### src/rtl/friscv_ram_arbiter.sv
// Round-robin arbiter sharing one byte-enable RAM port between two requesters.
// Grants are combinational; each requester has one outstanding read and a registered response slot.
module friscv_ram_arbiter #(
    parameter int ADDR_WIDTH = 8,
    parameter int DATA_WIDTH = 32
) (
    input  logic                    aclk,
    input  logic                    aresetn,
    input  logic                    req0_valid,
    output logic                    req0_ready,
    input  logic                    req0_wren,
    input  logic [DATA_WIDTH/8-1:0] req0_wbe,
    input  logic [ADDR_WIDTH-1:0]   req0_addr,
    input  logic [DATA_WIDTH-1:0]   req0_wdata,
    input  logic                    req1_valid,
    output logic                    req1_ready,
    input  logic                    req1_wren,
    input  logic [DATA_WIDTH/8-1:0] req1_wbe,
    input  logic [ADDR_WIDTH-1:0]   req1_addr,
    input  logic [DATA_WIDTH-1:0]   req1_wdata,
    output logic                    rsp0_valid,
    input  logic                    rsp0_ready,
    output logic [DATA_WIDTH-1:0]   rsp0_rdata,
    output logic                    rsp1_valid,
    input  logic                    rsp1_ready,
    output logic [DATA_WIDTH-1:0]   rsp1_rdata,
    output logic                    ram_wren,
    output logic [DATA_WIDTH/8-1:0] ram_wbe,
    output logic [ADDR_WIDTH-1:0]   ram_addr,
    output logic [DATA_WIDTH-1:0]   ram_wdata,
    input  logic [DATA_WIDTH-1:0]   ram_rdata
);

    typedef enum logic {
        PTR_REQ0 = 1'b0,
        PTR_REQ1 = 1'b1
    } rr_ptr_t;

    rr_ptr_t                 rr_ptr;
    logic [1:0]              inflight;
    logic [1:0]              eligible;
    logic [1:0]              want;
    logic [1:0]              grant;
    rr_ptr_t                 sel;
    logic                    sel_wren;
    logic [DATA_WIDTH/8-1:0] sel_wbe;

    // NOTE: every signal written here gets a default first, so no path leaves
    // a value unassigned and no latch is inferred.
    always_comb begin
        eligible    = 2'b00;
        want        = 2'b00;
        grant       = 2'b00;
        eligible[0] = req0_wren | (!inflight[0] & (!rsp0_valid | rsp0_ready));
        eligible[1] = req1_wren | (!inflight[1] & (!rsp1_valid | rsp1_ready));
        // Nothing is granted while reset is held, so the RAM sees no writes.
        want        = {req1_valid, req0_valid} & eligible & {2{aresetn}};
        grant[0]    = want[0] & (!want[1] | (rr_ptr == PTR_REQ0));
        grant[1]    = want[1] & (!want[0] | (rr_ptr == PTR_REQ1));
    end

    assign req0_ready = grant[0];
    assign req1_ready = grant[1];

    // Idle cycles still mux the pointed requester onto addr/wdata.
    always_comb begin
        sel = rr_ptr;
        if (grant[0]) begin
            sel = PTR_REQ0;
        end else if (grant[1]) begin
            sel = PTR_REQ1;
        end
        sel_wren  = (sel == PTR_REQ1) ? req1_wren  : req0_wren;
        sel_wbe   = (sel == PTR_REQ1) ? req1_wbe   : req0_wbe;
        ram_addr  = (sel == PTR_REQ1) ? req1_addr  : req0_addr;
        ram_wdata = (sel == PTR_REQ1) ? req1_wdata : req0_wdata;
        ram_wren  = (|grant) & sel_wren;
        ram_wbe   = ram_wren ? sel_wbe : '0;
    end

    // NOTE: state registers use non-blocking assignments so every flop
    // samples the pre-edge values regardless of process ordering.
    always_ff @(posedge aclk or negedge aresetn) begin
        if (!aresetn) begin
            rr_ptr   <= PTR_REQ0;
            inflight <= 2'b00;
        end else begin
            if (grant[0]) begin
                rr_ptr <= PTR_REQ1;
            end else if (grant[1]) begin
                rr_ptr <= PTR_REQ0;
            end
            inflight <= grant & ~{req1_wren, req0_wren};
        end
    end

    // A slot can only fill when its read was granted, which required the slot
    // to be empty or draining, so fill and drain never conflict.
    always_ff @(posedge aclk or negedge aresetn) begin
        if (!aresetn) begin
            rsp0_valid <= 1'b0;
            rsp0_rdata <= '0;
        end else if (inflight[0]) begin
            rsp0_valid <= 1'b1;
            rsp0_rdata <= ram_rdata;
        end else if (rsp0_ready) begin
            rsp0_valid <= 1'b0;
        end
    end

    always_ff @(posedge aclk or negedge aresetn) begin
        if (!aresetn) begin
            rsp1_valid <= 1'b0;
            rsp1_rdata <= '0;
        end else if (inflight[1]) begin
            rsp1_valid <= 1'b1;
            rsp1_rdata <= ram_rdata;
        end else if (rsp1_ready) begin
            rsp1_valid <= 1'b0;
        end
    end

endmodule

### config.mk
export PLATFORM = sky130hd
export DESIGN_NAME = friscv_ram_arbiter
export DESIGN_NICKNAME = d
export VERILOG_FILES = /design/src/rtl/friscv_ram_arbiter.sv
export SDC_FILE = /design/constraint.sdc
export NUM_CORES = 1
export LEC_CHECK = 0
export CORE_MARGIN = 4
export CORE_UTILIZATION = 38
export CTS_CLUSTER_DIAMETER = 40
export DETAILED_ROUTE_END_ITERATION = 12
export PLACE_DENSITY = 0.92
export SLEW_MARGIN = 25
export SYNTH_ARGS = -nofsm -noshare
export SYNTH_HDL_FRONTEND = slang
export SYNTH_SLANG_ARGS = --single-unit
### constraint.sdc
create_clock -name aclk -period 7.9 [get_ports aclk]
set_input_delay 1.975 -clock aclk [delete_from_list [all_inputs] [get_ports aclk]]
set_output_delay 1.975 -clock aclk [all_outputs]
set_load 0.03 [all_outputs]
==> results of run 1 <==
[worst max-delay path by stage]
stage / cells after the start / to / startpoint / slack (ns)
after floorplan: 5 / ram_wbe[0] / req0_wren / 2.24
after global placement: 7 / ram_addr[0] / req1_wren / 1.28
after detailed placement: 7 / ram_addr[0] / req1_wren / 1.19
after CTS: 7 / ram_addr[0] / req1_wren / 1.19
after global routing: 7 / ram_wdata[31] / req1_wren / 1.01
final: 7 / ram_addr[0] / req1_wren / 1.20
[report_power, final]
part | switching [mW] | internal [mW] | leakage, nW | total (mW)
clock network | 0.134 | 0.144 | 0.0915 | 0.277
logic | 0.359 | 0.351 | 1.62 | 0.710
registers | 0.0425 | 0.435 | 0.824 | 0.477
total | 0.535 | 0.930 | 2.54 | 1.46
[Yosys cell counts (all sizes together)]
cell	count	area [sq um]
and3	1	6.260
a21oi	1	5.000
nor3b	1	7.510
mux2i	5	50.05
nand2	2	7.510
nor2	5	18.77
buf	7	107.6
dfrtp	69	1727
inv	4	15.01
a221o	1	10.01
nor3	1	10.01
nor2b	2	12.51
o22ai	1	6.260
and2	1	7.510
mux2	104	1306
a21o	2	15.01
clkbuf	6	22.52
maj3	1	11.26
o21a	1	7.510
[final cells by class]
type | count | area [sq um] | area share [%]
multi-input cells | 129 | 1481 | 24.75
well taps | 108 | 135.1 | 2.258
inverters | 4 | 15.01 | 0.2508
clock buffers | 9 | 123.9 | 2.069
clock inverters | 6 | 63.81 | 1.066
flip-flops and latches | 69 | 1727 | 28.85
repair buffers | 245 | 2435 | 40.68
diodes | 2 | 5.005 | 0.08361
[through the flow]
stage | hold WS [ns] | setup WS (ns) | std cells | cell area, sq um | util, %
global placement | 0.4803 | 1.280 | 555 | 5793 | 67.08
finish | 0.5062 | 1.202 | 572 | 5986 | 69.31
floorplan | 0.5002 | 2.239 | 215 | 3353 | -
global route | 0.5275 | 1.014 | 572 | 5986 | 69.31
detailed placement | 0.4953 | 1.189 | 555 | 5793 | 67.08
CTS | 0.5115 | 1.190 | 570 | 5981 | 69.26
[sequential cells by signal, indices dropped and copies added, names as in the netlist]
register and count:
rsp0_valid 1, rsp0_rdata 32, rsp1_valid 1, rsp1_rdata 32
inflight 2, rr_ptr 1
[metal layers]
layer	GRT usage, %	vias up	wire (microns)
met5	0	-	13
met1	20.91	1320	3742
met2	39.08	132	5977
li1	-	1252	-
met3	7.440	27	960
met4	7.972	2	356
[logic make-up after synthesis]
family / after synthesis / share of synthesized area (%)
muxes: 109 / 40.45
and+or+nand+nor: 13 / 2.090
adders and majority gates: 1 / 0.3358
DFF: 69 / 51.49
buffers and inverters: 17 / 4.328
AOI/OAI and AO/OA: 6 / 1.306
==> impl_metrics.json, run 1 <==
{
  "status": "completed",
  "initial_core_util_pct": 38.83,
  "path_buf_inv": 3,
  "worstRegToRegCells": 5,
  "min_from": "rsp0_rdata[2]",
  "globalRouteTotalUtil_pct": 20.80,
  "root_buffer": "clkbuf_8",
  "wl_per_cell_microns": 19.32,
  "vias_per_cell": 4.778,
  "wl_microns": 11050,
  "core-area_sq_um": 8636,
  "path_clk_slew_ns": 0.07,
  "final_common_cell": "clkdlybuf4s50_1",
  "io_pins": 241,
  "slew_violations": 0,
  "rsz0062_at_grt": "no",
  "postRouteAntennaNets": 0,
  "cp_cell_sequence": "clkdlybuf4s50_1, nor2b_1, nor3_2, maj3_2, buf_4, mux2_2, clkdlybuf4s50_1",
  "route.detailed.drc": 0,
  "clock_path_buffers": 2,
  "path_class": "input pin to output pin",
  "dpl.hpwl_microns": 9093,
  "synthCells": 215,
  "synthesis.nets": 343,
  "ys_seq_area_share_pct": 51.49,
  "critPathTopFamily": "buffers and inverters",
  "worst_hold_path.endpoint": "rsp0_rdata[2]",
  "die_x_microns": 101.9,
  "grt_max_degree": 66,
  "p_per_area_nw_per_um2": 244.7,
  "cp.required_ns": 5.93,
  "synth.distinct_cells": 22,
  "r2r-end": "inflight[0]",
  "gp_congestion": 0.8664,
  "period_share_pct": 84.79,
  "slowest_delay_ns": 0.60,
  "postCtsResizedCells": 0,
  "grt_pass1_wl_microns": 16160,
  "min_period_ns": 6.698,
  "port_buffers": 240,
  "clk_latency_ns": 0.34,
  "hold_depth": 1,
  "clock-sinks": 69,
  "grt-ovfl-total": 0,
  "syn_to_final_growth_pct": 78.51,
  "hold_buffers": 0,
  "worst_pin_slew_ns": 0.8197,
  "finalSetupViolCount": 0,
  "first_pass_iters": 4,
  "synth_area_sq_um": 3353,
  "drive_above_1_share_pct": 27.71,
  "total_power_mw": 1.464,
  "crit_slowest_cell": "clkdlybuf4s50_1",
  "htree_levels": 3,
  "die_h_microns": 101.9,
  "cts_buffers": 9,
  "antenna_found_initial": 3,
  "nNetsFinal": 586,
  "reg2reg_from": "inflight[1]",
  "ys_warn_count": 0,
  "ir_worst_vdd_mv": 0.1878,
  "finalClockSkew_ns": 0.01001,
  "start_kind": "input pin",
  "worstSetupEndpointType": "output pin",
  "slew_headroom_pct": 45.35,
  "cp_max_fo": 23,
  "hold_violations": 0,
  "hold_path_class": "register to register",
  "fmax_mhz": 149.3,
  "via_count": 2733,
  "crit_top_cell": "clkdlybuf4s50_1",
  "regToRegSetupSlack_ns": 6.30,
  "fillers": 627,
  "p_leak_nw": 2.540,
  "dieArea_sq_um": 10390,
  "grt_pass1_vias": 2972,
  "fin_tns_setup_ns": 0,
  "cap_violations": 0,
  "drtIter0Drc": 44,
  "tritoncts": "yes",
  "arrival_ns": 4.72,
  "final_cell_mix": "clkdlybuf4s50_1 (239), dfrtp_1 (69), mux2_2 (68)",
  "fp-row-count": 34,
  "ys_ff_latch": 69,
  "postCtsSetupBuffers": 0,
  "avgSynthCellArea_sq_um": 15.60
}
No activity file was read; power rests on OpenSTA's default activity.
==> run 2, diff against run 1 <==
- CORE_UTILIZATION: 38 -> 35
- PLACE_DENSITY: 0.92 -> 0.86
- clock period: 7.9 -> 7 ns (I/O delays scaled with it)
==> run 2 against run 1 <==
Effect of this change:
- flip-flop and latch count stayed put
- final area is 0.75% higher
- clock power is 17% higher
- worst setup slack worse by 0.52 ns
- critical path depth stayed put
- utilization is 4.4 points lower
- register-to-register slack worse by 0.83 ns
- highest routed layer unchanged
==> impl_metrics.json, run 2 (synthesized netlist as in run 1, its figures left out) <==
{
  "cts_buffers": 9,
  "slowest_delay_ns": 0.67,
  "critPathTopFamily": "buffers and inverters",
  "dpl.hpwl_microns": 9570,
  "finalSetupViolCount": 0,
  "hold_path_class": "register to register",
  "cp_cell_sequence": "clkdlybuf4s50_1, nor2b_1, nor3_2, maj3_2, buf_12, mux2_2, clkdlybuf4s50_1",
  "final_cell_mix": "clkdlybuf4s50_1 (239), dfrtp_1 (69), mux2_2 (68)",
  "period_share_pct": 90.31,
  "hold_buffers": 0,
  "grt_max_degree": 70,
  "cp.required_ns": 5.25,
  "clock_path_buffers": 2,
  "crit_top_cell": "clkdlybuf4s50_1",
  "dieArea_sq_um": 11210,
  "tritoncts": "yes",
  "fillers": 714,
  "path_clk_slew_ns": 0.08,
  "start_kind": "input pin",
  "fp-row-count": 35,
  "final_common_cell": "clkdlybuf4s50_1",
  "clk_latency_ns": 0.33,
  "first_pass_iters": 4,
  "slew_headroom_pct": 42.33,
  "via_count": 2768,
  "io_pins": 241,
  "syn_to_final_growth_pct": 79.85,
  "ir_worst_vdd_mv": 0.1956,
  "wl_microns": 11840,
  "finalClockSkew_ns": 0.006625,
  "crit_slowest_cell": "maj3_2",
  "clock-sinks": 69,
  "path_buf_inv": 3,
  "nNetsFinal": 585,
  "postRouteAntennaNets": 0,
  "initial_core_util_pct": 36.12,
  "postCtsSetupBuffers": 0,
  "path_class": "input pin to output pin",
  "status": "completed",
  "drtIter0Drc": 94,
  "fin_tns_setup_ns": 0,
  "fmax_mhz": 158.2,
  "grt_pass1_wl_microns": 17970,
  "port_buffers": 240,
  "utilization_pct": 64.96,
  "total_power_mw": 1.668,
  "worstSetupEndpointType": "output pin",
  "grt-ovfl-total": 0,
  "gp_congestion": 0.8648,
  "hold_violations": 0,
  "worst_pin_slew_ns": 0.8651,
  "p_per_area_nw_per_um2": 276.6,
  "die_h_microns": 105.9,
  "antenna_found_initial": 4,
  "globalRouteTotalUtil_pct": 21.05,
  "die_x_microns": 105.9,
  "core-area_sq_um": 9284,
  "route.detailed.drc": 0,
  "postCtsResizedCells": 0,
  "grt_pass1_vias": 3117,
  "cap_violations": 0,
  "wl_per_cell_microns": 19.92,
  "rsz0062_at_grt": "no",
  "cp_max_fo": 28,
  "drive_above_1_share_pct": 27.49,
  "root_buffer": "clkbuf_8",
  "multi_input_area_sq_um": 1481,
  "slew_violations": 0,
  "top_regs": "rsp0_rdata (32), rsp1_rdata (32), inflight (2)",
  "vias_per_cell": 4.660,
  "arrival_ns": 4.57,
  "p_leak_nw": 2.541,
  "htree_levels": 3,
  "seq_area_sq_um": 1727,
  "min_period_ns": 6.322
}
-- run 2: path summary, 6_finish.rpt --
path / slack [ns] / startpoint / end / depth (start not counted)
worst max register to register: 5.47 / inflight[0] / inflight[0] / 4
max in group asynchronous: 4.77 / aresetn / rsp1_rdata[24] / 2
min in group asynchronous: 1.65 / aresetn / rsp1_valid / 2
worst max-delay path: 0.68 / req1_wren / ram_addr[1] / 7
worst min-delay path: 0.51 / rsp1_valid / rsp1_valid / 1
worst min register to register: 0.51 / rsp1_valid / rsp1_valid / 1
-- run 2: final cells by class --
cell class	instances	area share, %
Inverter	4	0.2490
Multi-Input combinational cell	129	24.56
Antenna cell	3	0.1245
Clock inverter	6	1.183
Clock buffer	10	2.116
Sequential cell	69	28.63
Tap cell	129	2.676
Timing Repair Buffer	244	40.46
-- run 2: routing by layer --
metal	part of all wire, %	vias up	global-route usage [%]
met3	8.3	10	6.920
met2	57	135	40.39
met1	33	1367	21.04
li1	-	1254	-
met5	0.11	-	0
met4	1.2	2	7.216
-- run 2: report_power, final --
group	internal [mW]	total, mW	leakage, nW	switching (mW)
clock network	0.167	0.325	0.0931	0.157
logic	0.398	0.805	1.62	0.407
registers	0.490	0.539	0.824	0.0483
-- run 2: through the flow --
| stage | setup WS [ns] | cell area (sq um) | cells | hold slack [ns] |
|---|---|---|---|---|
| 5_1_grt | 0.5253 | 6031 | 594 | 0.5291 |
| 3_3_place_gp | 0.7804 | 5824 | 575 | 0.4882 |
| 4_1_cts | 0.6745 | 6023 | 591 | 0.5093 |
| 3_5_place_dp | 0.6771 | 5824 | 575 | 0.4917 |
| 6_report | 0.6784 | 6031 | 594 | 0.5066 |
| 2_1_floorplan | 1.789 | 3353 | 215 | 0.5002 |
